## src/rtl/pm_tap_ctrl_if.sv

```systemverilog
// rtl/pm_tap_ctrl_if.sv - TAP-side signal bundle between a JTAG front end and pm_tap_ctrl
interface pm_tap_ctrl_if #(
    parameter int IR_LENGTH = 4
);
    logic                 tck_en;
    logic                 tms;
    logic                 tdi;
    logic                 stat_tdo;
    logic                 ctrl_tdo;
    logic                 capture_dr;
    logic                 shift_dr;
    logic                 update_dr;
    logic                 sel_stat;
    logic                 sel_ctrl;
    logic                 stat_read;
    logic [IR_LENGTH-1:0] ir;
    logic                 tdo;
    logic                 tdo_en;

    modport master (
        output tck_en, tms, tdi, stat_tdo, ctrl_tdo,
        input  capture_dr, shift_dr, update_dr, sel_stat, sel_ctrl, stat_read, ir, tdo, tdo_en
    );

    modport slave (
        input  tck_en, tms, tdi, stat_tdo, ctrl_tdo,
        output capture_dr, shift_dr, update_dr, sel_stat, sel_ctrl, stat_read, ir, tdo, tdo_en
    );
endinterface

```

## src/rtl/pm_tap_ctrl.sv

```systemverilog
// rtl/pm_tap_ctrl.sv - IEEE 1149.1 TAP controller with status/control/bypass data registers
module pm_tap_ctrl #(
    parameter int                   IR_LENGTH   = 4,
    parameter logic [IR_LENGTH-1:0] STAT_OPCODE = IR_LENGTH'('h2),
    parameter logic [IR_LENGTH-1:0] CTRL_OPCODE = IR_LENGTH'('h3)
) (
    input  logic          clk,
    input  logic          rst,
    pm_tap_ctrl_if.slave  tap
);

    typedef enum logic [3:0] {
        TLR, RTI, SEL_DR, CAP_DR, SH_DR, EX1_DR, PA_DR, EX2_DR, UPD_DR,
        SEL_IR, CAP_IR, SH_IR, EX1_IR, PA_IR, EX2_IR, UPD_IR
    } tap_state_e;

    localparam logic [IR_LENGTH-1:0] IR_CAPTURE = IR_LENGTH'(1);

    tap_state_e           state;
    tap_state_e           state_nxt;
    logic [IR_LENGTH-1:0] ir_sh;
    logic [IR_LENGTH-1:0] ir_reg;
    logic [IR_LENGTH-1:0] ir_cur;
    logic                 byp;
    logic                 sel_stat;
    logic                 sel_ctrl;
    logic                 sel_byp;
    logic                 act;

    always_ff @(posedge clk) begin
        if (rst) begin
            state <= TLR;
        end else if (tap.tck_en) begin
            state <= state_nxt;
        end
    end

    always_comb begin
        state_nxt = state;
        case (state)
            TLR:                 state_nxt = tap.tms ? TLR    : RTI;
            RTI, UPD_DR, UPD_IR: state_nxt = tap.tms ? SEL_DR : RTI;
            SEL_DR:              state_nxt = tap.tms ? SEL_IR : CAP_DR;
            SEL_IR:              state_nxt = tap.tms ? TLR    : CAP_IR;
            CAP_DR, SH_DR:       state_nxt = tap.tms ? EX1_DR : SH_DR;
            EX1_DR:              state_nxt = tap.tms ? UPD_DR : PA_DR;
            PA_DR:               state_nxt = tap.tms ? EX2_DR : PA_DR;
            EX2_DR:              state_nxt = tap.tms ? UPD_DR : SH_DR;
            CAP_IR, SH_IR:       state_nxt = tap.tms ? EX1_IR : SH_IR;
            EX1_IR:              state_nxt = tap.tms ? UPD_IR : PA_IR;
            PA_IR:               state_nxt = tap.tms ? EX2_IR : PA_IR;
            EX2_IR:              state_nxt = tap.tms ? UPD_IR : SH_IR;
            default:             state_nxt = TLR;
        endcase
    end

    // Instruction and bypass datapath; everything except the TLR override waits for a TCK strobe.
    always_ff @(posedge clk) begin
        if (rst) begin
            ir_sh  <= '1;
            ir_reg <= '1;
            byp    <= 1'b0;
        end else begin
            if (state == TLR) begin
                ir_reg <= '1;
            end else if (tap.tck_en && state == UPD_IR) begin
                ir_reg <= ir_sh;
            end
            if (tap.tck_en) begin
                if (state == CAP_IR) begin
                    ir_sh <= IR_CAPTURE;
                end else if (state == SH_IR) begin
                    ir_sh <= {tap.tdi, ir_sh[IR_LENGTH-1:1]};
                end
            end
            if (tap.tck_en && sel_byp) begin
                if (state == CAP_DR) begin
                    byp <= 1'b0;
                end else if (state == SH_DR) begin
                    byp <= tap.tdi;
                end
            end
        end
    end

    // TLR forces BYPASS immediately, not one clk later when ir_reg catches up.
    always_comb begin
        ir_cur   = (state == TLR) ? '1 : ir_reg;
        sel_stat = (ir_cur == STAT_OPCODE);
        sel_ctrl = (ir_cur == CTRL_OPCODE);
        sel_byp  = !(sel_stat || sel_ctrl);
        act      = !rst && tap.tck_en;
    end

    always_comb begin
        tap.ir         = ir_cur;
        tap.sel_stat   = sel_stat;
        tap.sel_ctrl   = sel_ctrl;
        tap.capture_dr = act && (state == CAP_DR) && !sel_byp;
        tap.shift_dr   = act && (state == SH_DR)  && !sel_byp;
        tap.update_dr  = act && (state == UPD_DR) && !sel_byp;
        tap.stat_read  = act && (state == UPD_DR) && sel_stat;
        tap.tdo        = 1'b0;
        tap.tdo_en     = 1'b0;
        if (!rst) begin
            case (state)
                SH_IR: begin
                    tap.tdo    = ir_sh[0];
                    tap.tdo_en = 1'b1;
                end
                SH_DR: begin
                    tap.tdo    = sel_stat ? tap.stat_tdo : (sel_ctrl ? tap.ctrl_tdo : byp);
                    tap.tdo_en = 1'b1;
                end
                default: begin
                    tap.tdo    = 1'b0;
                    tap.tdo_en = 1'b0;
                end
            endcase
        end
    end

endmodule

```

## src/flat_wrapper.sv

```systemverilog
// flat-port wrapper written by rule: the top's interface ports become plain ports
module pm_tap_ctrl_flat 
#(
    parameter int                   IR_LENGTH   = 4,
    parameter logic [IR_LENGTH-1:0] STAT_OPCODE = IR_LENGTH'('h2),
    parameter logic [IR_LENGTH-1:0] CTRL_OPCODE = IR_LENGTH'('h3)
)
  (clk, rst, tap_tck_en, tap_tms, tap_tdi, tap_stat_tdo, tap_ctrl_tdo, tap_capture_dr, tap_shift_dr, tap_update_dr, tap_sel_stat, tap_sel_ctrl, tap_stat_read, tap_ir, tap_tdo, tap_tdo_en);
  pm_tap_ctrl_if #(.IR_LENGTH(IR_LENGTH)) tap_i ();
  input  logic clk;
  input  logic rst;
  input wire logic [$bits(tap_i.tck_en)-1:0] tap_tck_en;
  input wire logic [$bits(tap_i.tms)-1:0] tap_tms;
  input wire logic [$bits(tap_i.tdi)-1:0] tap_tdi;
  input wire logic [$bits(tap_i.stat_tdo)-1:0] tap_stat_tdo;
  input wire logic [$bits(tap_i.ctrl_tdo)-1:0] tap_ctrl_tdo;
  output wire logic [$bits(tap_i.capture_dr)-1:0] tap_capture_dr;
  output wire logic [$bits(tap_i.shift_dr)-1:0] tap_shift_dr;
  output wire logic [$bits(tap_i.update_dr)-1:0] tap_update_dr;
  output wire logic [$bits(tap_i.sel_stat)-1:0] tap_sel_stat;
  output wire logic [$bits(tap_i.sel_ctrl)-1:0] tap_sel_ctrl;
  output wire logic [$bits(tap_i.stat_read)-1:0] tap_stat_read;
  output wire logic [$bits(tap_i.ir)-1:0] tap_ir;
  output wire logic [$bits(tap_i.tdo)-1:0] tap_tdo;
  output wire logic [$bits(tap_i.tdo_en)-1:0] tap_tdo_en;
  assign tap_i.tck_en = tap_tck_en;
  assign tap_i.tms = tap_tms;
  assign tap_i.tdi = tap_tdi;
  assign tap_i.stat_tdo = tap_stat_tdo;
  assign tap_i.ctrl_tdo = tap_ctrl_tdo;
  assign tap_capture_dr = tap_i.capture_dr;
  assign tap_shift_dr = tap_i.shift_dr;
  assign tap_update_dr = tap_i.update_dr;
  assign tap_sel_stat = tap_i.sel_stat;
  assign tap_sel_ctrl = tap_i.sel_ctrl;
  assign tap_stat_read = tap_i.stat_read;
  assign tap_ir = tap_i.ir;
  assign tap_tdo = tap_i.tdo;
  assign tap_tdo_en = tap_i.tdo_en;
  pm_tap_ctrl #(.IR_LENGTH(IR_LENGTH), .STAT_OPCODE(STAT_OPCODE), .CTRL_OPCODE(CTRL_OPCODE)) u_core (.clk(clk), .rst(rst), .tap(tap_i));
endmodule
```

## config.mk

```make
export PLATFORM = sky130hd
export DESIGN_NAME = pm_tap_ctrl_flat
export DESIGN_NICKNAME = d
export VERILOG_FILES = /design/src/rtl/pm_tap_ctrl_if.sv /design/src/rtl/pm_tap_ctrl.sv /design/src/flat_wrapper.sv
export SDC_FILE = /design/constraint.sdc
export NUM_CORES = 1
export LEC_CHECK = 0
export CORE_MARGIN = 2
export CORE_UTILIZATION = 49
export CTS_BUF_LIST = sky130_fd_sc_hd__clkbuf_16
export CTS_CLUSTER_DIAMETER = 60
export CTS_CLUSTER_SIZE = 20
export DETAILED_ROUTE_END_ITERATION = 10
export GPL_ROUTABILITY_DRIVEN = 0
export PLACE_DENSITY = 0.8
export RECOVER_POWER = 25
export REMOVE_ABC_BUFFERS = 1
export SKIP_CTS_REPAIR_TIMING = 1
export SLEW_MARGIN = 20
export SYNTH_ARGS = -nofsm -noshare
export SYNTH_HDL_FRONTEND = slang
export SYNTH_SLANG_ARGS = --single-unit
```

## constraint.sdc

```tcl
create_clock -name clk -period 2 [get_ports clk]
set_input_delay 0.5 -clock clk [delete_from_list [all_inputs] [get_ports clk]]
set_output_delay 0.5 -clock clk [all_outputs]
set_load 0.02 [all_outputs]
```

==> metrics, run 1 <==
Die ar. 0.00218 mm^2; max_cap viols 0; Post-synth EDFFs 0; crit path max-delay cell type dfxtp_1; worst setup margin -183 ps; Yosys cell types 43; vias in the first global route 930; GRT Total Usage between 20% and 30%; sequential share of the synthesized area slightly below 30%; final worst-path cycle share 109%; Switch Pwr ~0.19 mW; slowest stage delay, CP 440 ps; layout cells sized above 1 between 40% and 50%; largest net degree at the start of global routing 13; dpl ws -789 ps; Vias/cell ~5.7; achievable frequency approximately 460 MHz; H-tree lvl count 1; Syn Inst Count around 110; n_diodes 0; Slew @ Worst Pin between 300 and 400 ps; Post-layout nets ~170; WP buf/inv 4; # rows 15; antenna violations before repair 0; Die W roughly 47 um; Reg clk slew, reported paths 50 ps; Crit. End Element primary output; Sink Count 13; routed via count roughly 1000; leak pwr around 0.66 nW; Post-synth top flop dfxtp_1; Avg Cell Area, Syn 7.92 um^2; reg2reg setup slack about 170 ps; core footprint 0.00173 mm^2; fillcell total just over 80; Detailed Routing Iterations Pass 1 4; drc violations 0; Final setup viols 9; DP Wirelength 1990 um; WP data required approximately 1500 ps; combinational power share between 10% and 20%; crit path DAT between 1500 and 2000 ps; sequential power share between 30% and 40%; Final Hold Viols 0; first-pass GRT wire length roughly 4000 um; Synth Warn # 0; Setup CP Type reg2out; fin. max-slew vios 0; initial core utilization around half; #FFs+latches synth 13; Hold Crit Class reg2reg; Die Ht 46.7 um; Max VDD drop slightly below 0.0006 V; RSZ-0062 raised after global routing yes; cell area after layout 0.00151 mm^2; run status finished with violations; P&R area growth vs syn 68.8%; Post-DRT Antenna Nets 0; IO buf count 18; final wirelength 3270 um; Max Fanout on Critical Path 4; startpoint types flip-flop; Largest delay share family, worst path buffers and inverters; Tot Pwr a little under 0.8 mW; CTS root buf clkbuf_16; Area after DPL around 0.0013 mm^2; Clock Skews between 1 and 1.5 ps; I/O pins 19; total CTS buffers 3; PwrDens about 520 mW/mm^2; failing checks negative setup slack; Cell Chain, Critical Path nor4_4 -> buf_4 -> nor2_4 -> nand3_4 -> buf_4 -> buf_6 -> nor2_1 -> buf_4; DRT iter0 DRCs 30; Clock Latency Late Sink about 240 ps; asr flop ratio synth 0%; clock share of power approximately 49%; GRT Residual Overflow 0; Longest Clk Path Bufs 2; normalized max-slew margin roughly four fifths; CTS tree built; switch share 24.0%; Routed WL per cell ~18 um; Power Internal 0.596 mW; Worst path most repeated cell buf_4; Cell Area, Synth approximately 890 um^2; min Tclk post-route ~2200 ps
metal layers:
metal / up-vias / track usage [%] / wire length (um)
li1: 488 / - / -
met1: 497 / 26.6 / 1280
met2: 38 / 47.5 / 1710
met3: 20 / 7.31 / 132
met4: 0 / 11.1 / 154
met5: - / 0 / 0
worst register-to-register path: cells and delay by family (launching register included):
family	cells	cell delay, ps
AO/OA/AOI/OAI	1	110
buffers and inverters	1	230
flip-flops	1	440
AND/OR/NAND/NOR	3	930
final timing paths:
kind,from,end,cells past startpoint
max,u_core.state[3],tap_capture_dr,8
max reg2reg,u_core.state[3],u_core.ir_sh[0],5
min reg2reg,u_core.ir_sh[1],u_core.ir_sh[1],1
min,u_core.ir_sh[1],u_core.ir_sh[1],1
power by group through the flow:
| stage | Clock, mW | Sequential (mW) | Combinational, mW |
|---|---|---|---|
| floorplan | 0 | 0.279 | 0.0380 |
| global placement | 0 | 0.272 | 0.0997 |
| detailed placement | 0 | 0.272 | 0.103 |
| CTS | 0.383 | 0.267 | 0.104 |
| global route | 0.397 | 0.268 | 0.140 |
| finish | 0.383 | 0.268 | 0.133 |
synth_stat cells (all sizes together) (2+ instances only):
cell type | number | share of area [%]
nor4 | 2 | 2.1
o21ai | 3 | 1.7
a211o | 3 | 2.9
nand2 | 12 | 5.0
a22o | 2 | 2.0
nand3 | 4 | 2.2
nand2b | 3 | 2.1
nor3b | 2 | 1.7
nor2 | 12 | 5.0
dfxtp | 13 | 29
a21oi | 3 | 1.7
or2 | 5 | 3.5
nor2b | 3 | 2.1
clkbuf | 6 | 2.5
buf | 4 | 2.9
mux2i | 6 | 6.7
inv | 5 | 2.1
a211oi | 2 | 1.7
stage by stage:
stage          instances  util [%]  TNS (ps)  hold slack (ps)
5_1_grt              183      87.5     -1350              520
3_3_place_gp         174      73.4     -4220              484
6_report             183      87.5      -858              509
3_5_place_dp         174      73.4     -4750              486
2_1_floorplan        103         -      -784              451
4_1_cts              178      78.0     -6520              496
final cells by class:
cell class                      count  area [um^2]  area share [%]
Clock buffer                        3         75.1            4.97
Clock inverter                      1         5.00           0.331
Inverter                            5         18.8            1.24
Multi-Input combinational cell     85          673            44.6
Sequential cell                    13          268            17.7
Tap cell                           25         31.3            2.07
Timing Repair Buffer               51          439            29.1
cells by family (layout without fill, tap and decap cells):
group,Yosys count,in the layout,share of synthesized area [%]
simple gates,50,50,29.4
compound gates,26,26,24.1
buf+inv,15,60,7.55
flops,13,13,29.1
mux,7,7,7.97
xor+xnor,2,2,1.96
layout by cell type (no fill, tap or decap), types with 2 or more instances in the layout:
cell,n
clkdlybuf4s50_1,2
nor2b_1,3
nor4_4,2
a211o_1,3
or2_2,2
nand2_1,12
a21oi_1,2
or2_4,3
a22o_1,2
dfxtp_1,9
nand3_1,3
nor2_1,10
clkbuf_16,3
buf_4,35
dfxtp_2,3
buf_6,9
nor2_4,2
a211oi_1,2
dlymetal6s2s_1,4
o21ai_0,3
mux2i_1,5
nand2b_1,2
inv_1,5
Note: power is estimated with default switching activity, not from simulation.
==> run 2: changes to the inputs <==
Settings changed: CORE_MARGIN 2 to not set, REMOVE_ABC_BUFFERS 1 to not set.
==> metrics, run 2 (synthesis results as in run 1) <==
hold-critical path endpoint u_core.ir_sh[1]; largest net degree at the start of global routing 21; Setup CP Type reg2out; antenna violations before repair 0; fin. max-slew vios 0; Die Ht roughly 45 um; register area roughly 270 um^2; failing checks negative setup slack; Routed WL per cell around 16 um; Clock Skews between 0.8 and 0.9 ps; WP buf/inv 2; first-pass GRT wire length roughly 4100 um; Vias/cell a little under 6; Hold Crit Class reg2reg; Detailed Routing Iterations Pass 1 4; dpl ws -650 ps; Die W roughly 45 um; CTS tree built; startpoint types flip-flop; run status finished with violations; leak pwr about 0.65 nW; normalized max-slew margin 80.3%; routed via count about 1000; hold_ws roughly 500 ps; Switch Pwr ~0.17 mW; Cell Chain, Critical Path inv_1 -> or4_4 -> o32ai_2 -> buf_4; Slew @ Worst Pin 294 ps; Final Hold Viols 0; Post-DRT Antenna Nets 0; achievable frequency about 480 MHz; Max VDD drop ~0.00058 V; drc violations 0; Crit. End Element primary output; GRT Residual Overflow 0; RSZ-0062 raised after global routing yes; hold_sp u_core.ir_sh[1]; commonest cells after routing, fill and taps aside buf_4 (26), nand2_1 (12), nor2_1 (11), dfxtp_1 (9), dlymetal6s2s_1 (7); Longest Clk Path Bufs 2; crit path DAT ~1600 ps; Final setup viols 5; start of the worst register-to-register path u_core.state[2]; PwrDens between 500 and 600 mW/mm^2; Area after DPL approximately 0.0013 mm^2; core footprint roughly 0.0017 mm^2; final wirelength 2820 um; Die ar. 0.00200 mm^2; initial core utilization 51.8%; final worst-path cycle share 103%; min Tclk post-route 2070 ps; Total Neg Setup Slack -169 ps; switch share 22.8%; R2R depth 7; total CTS buffers 3; clock share of power between 40% and 50%; max_cap viols 0; fillcell total 119; reg2reg end u_core.ir_sh[0]; Sink Count 13; reg2reg setup slack 120 ps; Clock Latency Late Sink between 200 and 250 ps; P&R area growth vs syn 55.1%; Largest delay share family, worst path simple AND/OR/NAND/NOR gates; CTS root buf clkbuf_16; WP data required roughly 1500 ps; # rows 15; sequential power share approximately a third; GRT Total Usage 28.8%; cell area after layout around 0.0014 mm^2; syn_nets between 100 and 150; IO buf count 18; slowest stage delay, CP about 550 ps; combinational power share around 16%; worst setup margin -66.1 ps; final core utilization about four fifths; vias in the first global route 920; Power Internal between 0.5 and 0.6 mW; crit path max-delay cell type or4_4; Hold Path Depth 1; DP Wirelength 1750 um; Max Fanout on Critical Path 3; Post-layout nets between 150 and 200; DRT iter0 DRCs 38; Reg clk slew, reported paths 40 ps; Multi-input gate area between 600 and 700 um^2; I/O pins 19; H-tree lvl count 1; commonest non-fill, non-tap cell in the layout buf_4; n_diodes 0; layout cells sized above 1 approximately 40%
[run 2: changes by cell type in the layout (fill, tap and decap cells not counted), sizes merged]
cell           before  now
clkdlybuf4s50       2    1
buf                44   32
clkinv              1    0
dlymetal6s2s        4    7
inv                 5    6
dlygate4sd3         0    1
clkbuf              4    6
[run 2: power by group through the flow]
| stage | clock [mW] | combinational, mW | sequential [mW] |
|---|---|---|---|
| 2_1_floorplan | 0 | 0.0579 | 0.271 |
| 3_3_place_gp | 0 | 0.0988 | 0.271 |
| 3_5_place_dp | 0 | 0.102 | 0.271 |
| 4_1_cts | 0.378 | 0.105 | 0.266 |
| 5_1_grt | 0.391 | 0.130 | 0.269 |
| 6_report | 0.372 | 0.121 | 0.269 |
[run 2: area by class of cell]
cell class                      count  area share, %
Timing Repair Buffer               44           26.0
Clock inverter                      1          0.271
Multi-Input combinational cell     85           45.6
Inverter                            5           1.35
Clock buffer                        3           5.41
Tap cell                           25           2.25
Sequential cell                    13           19.1
[run 2: worst max path at each step]
stage	from	to	slack [ps]	depth (start not counted)
finish	u_core.state[2]	tap_tdo	-70	4
floorplan	u_core.ir_reg[1]	tap_update_dr	-7	3
global route	u_core.state[1]	tap_tdo	-120	5
global placement	rst	tap_stat_read	-590	5
CTS	rst	tap_stat_read	-650	5
detailed placement	rst	tap_stat_read	-650	5
[run 2: through the flow]
step,cells,power [mW]
finish,176,0.762
global route,176,0.790
CTS,175,0.749
detailed placement,171,0.373
global placement,171,0.369
floorplan,113,0.328
[run 2: metal layers]
metal  track usage, %  wire length, um  up-vias
li1                 -                -      480
met3             7.20              165       11
met1             32.3             1100      500
met2             49.4             1450       52
met5                0                0        -
met4             16.4               97        0
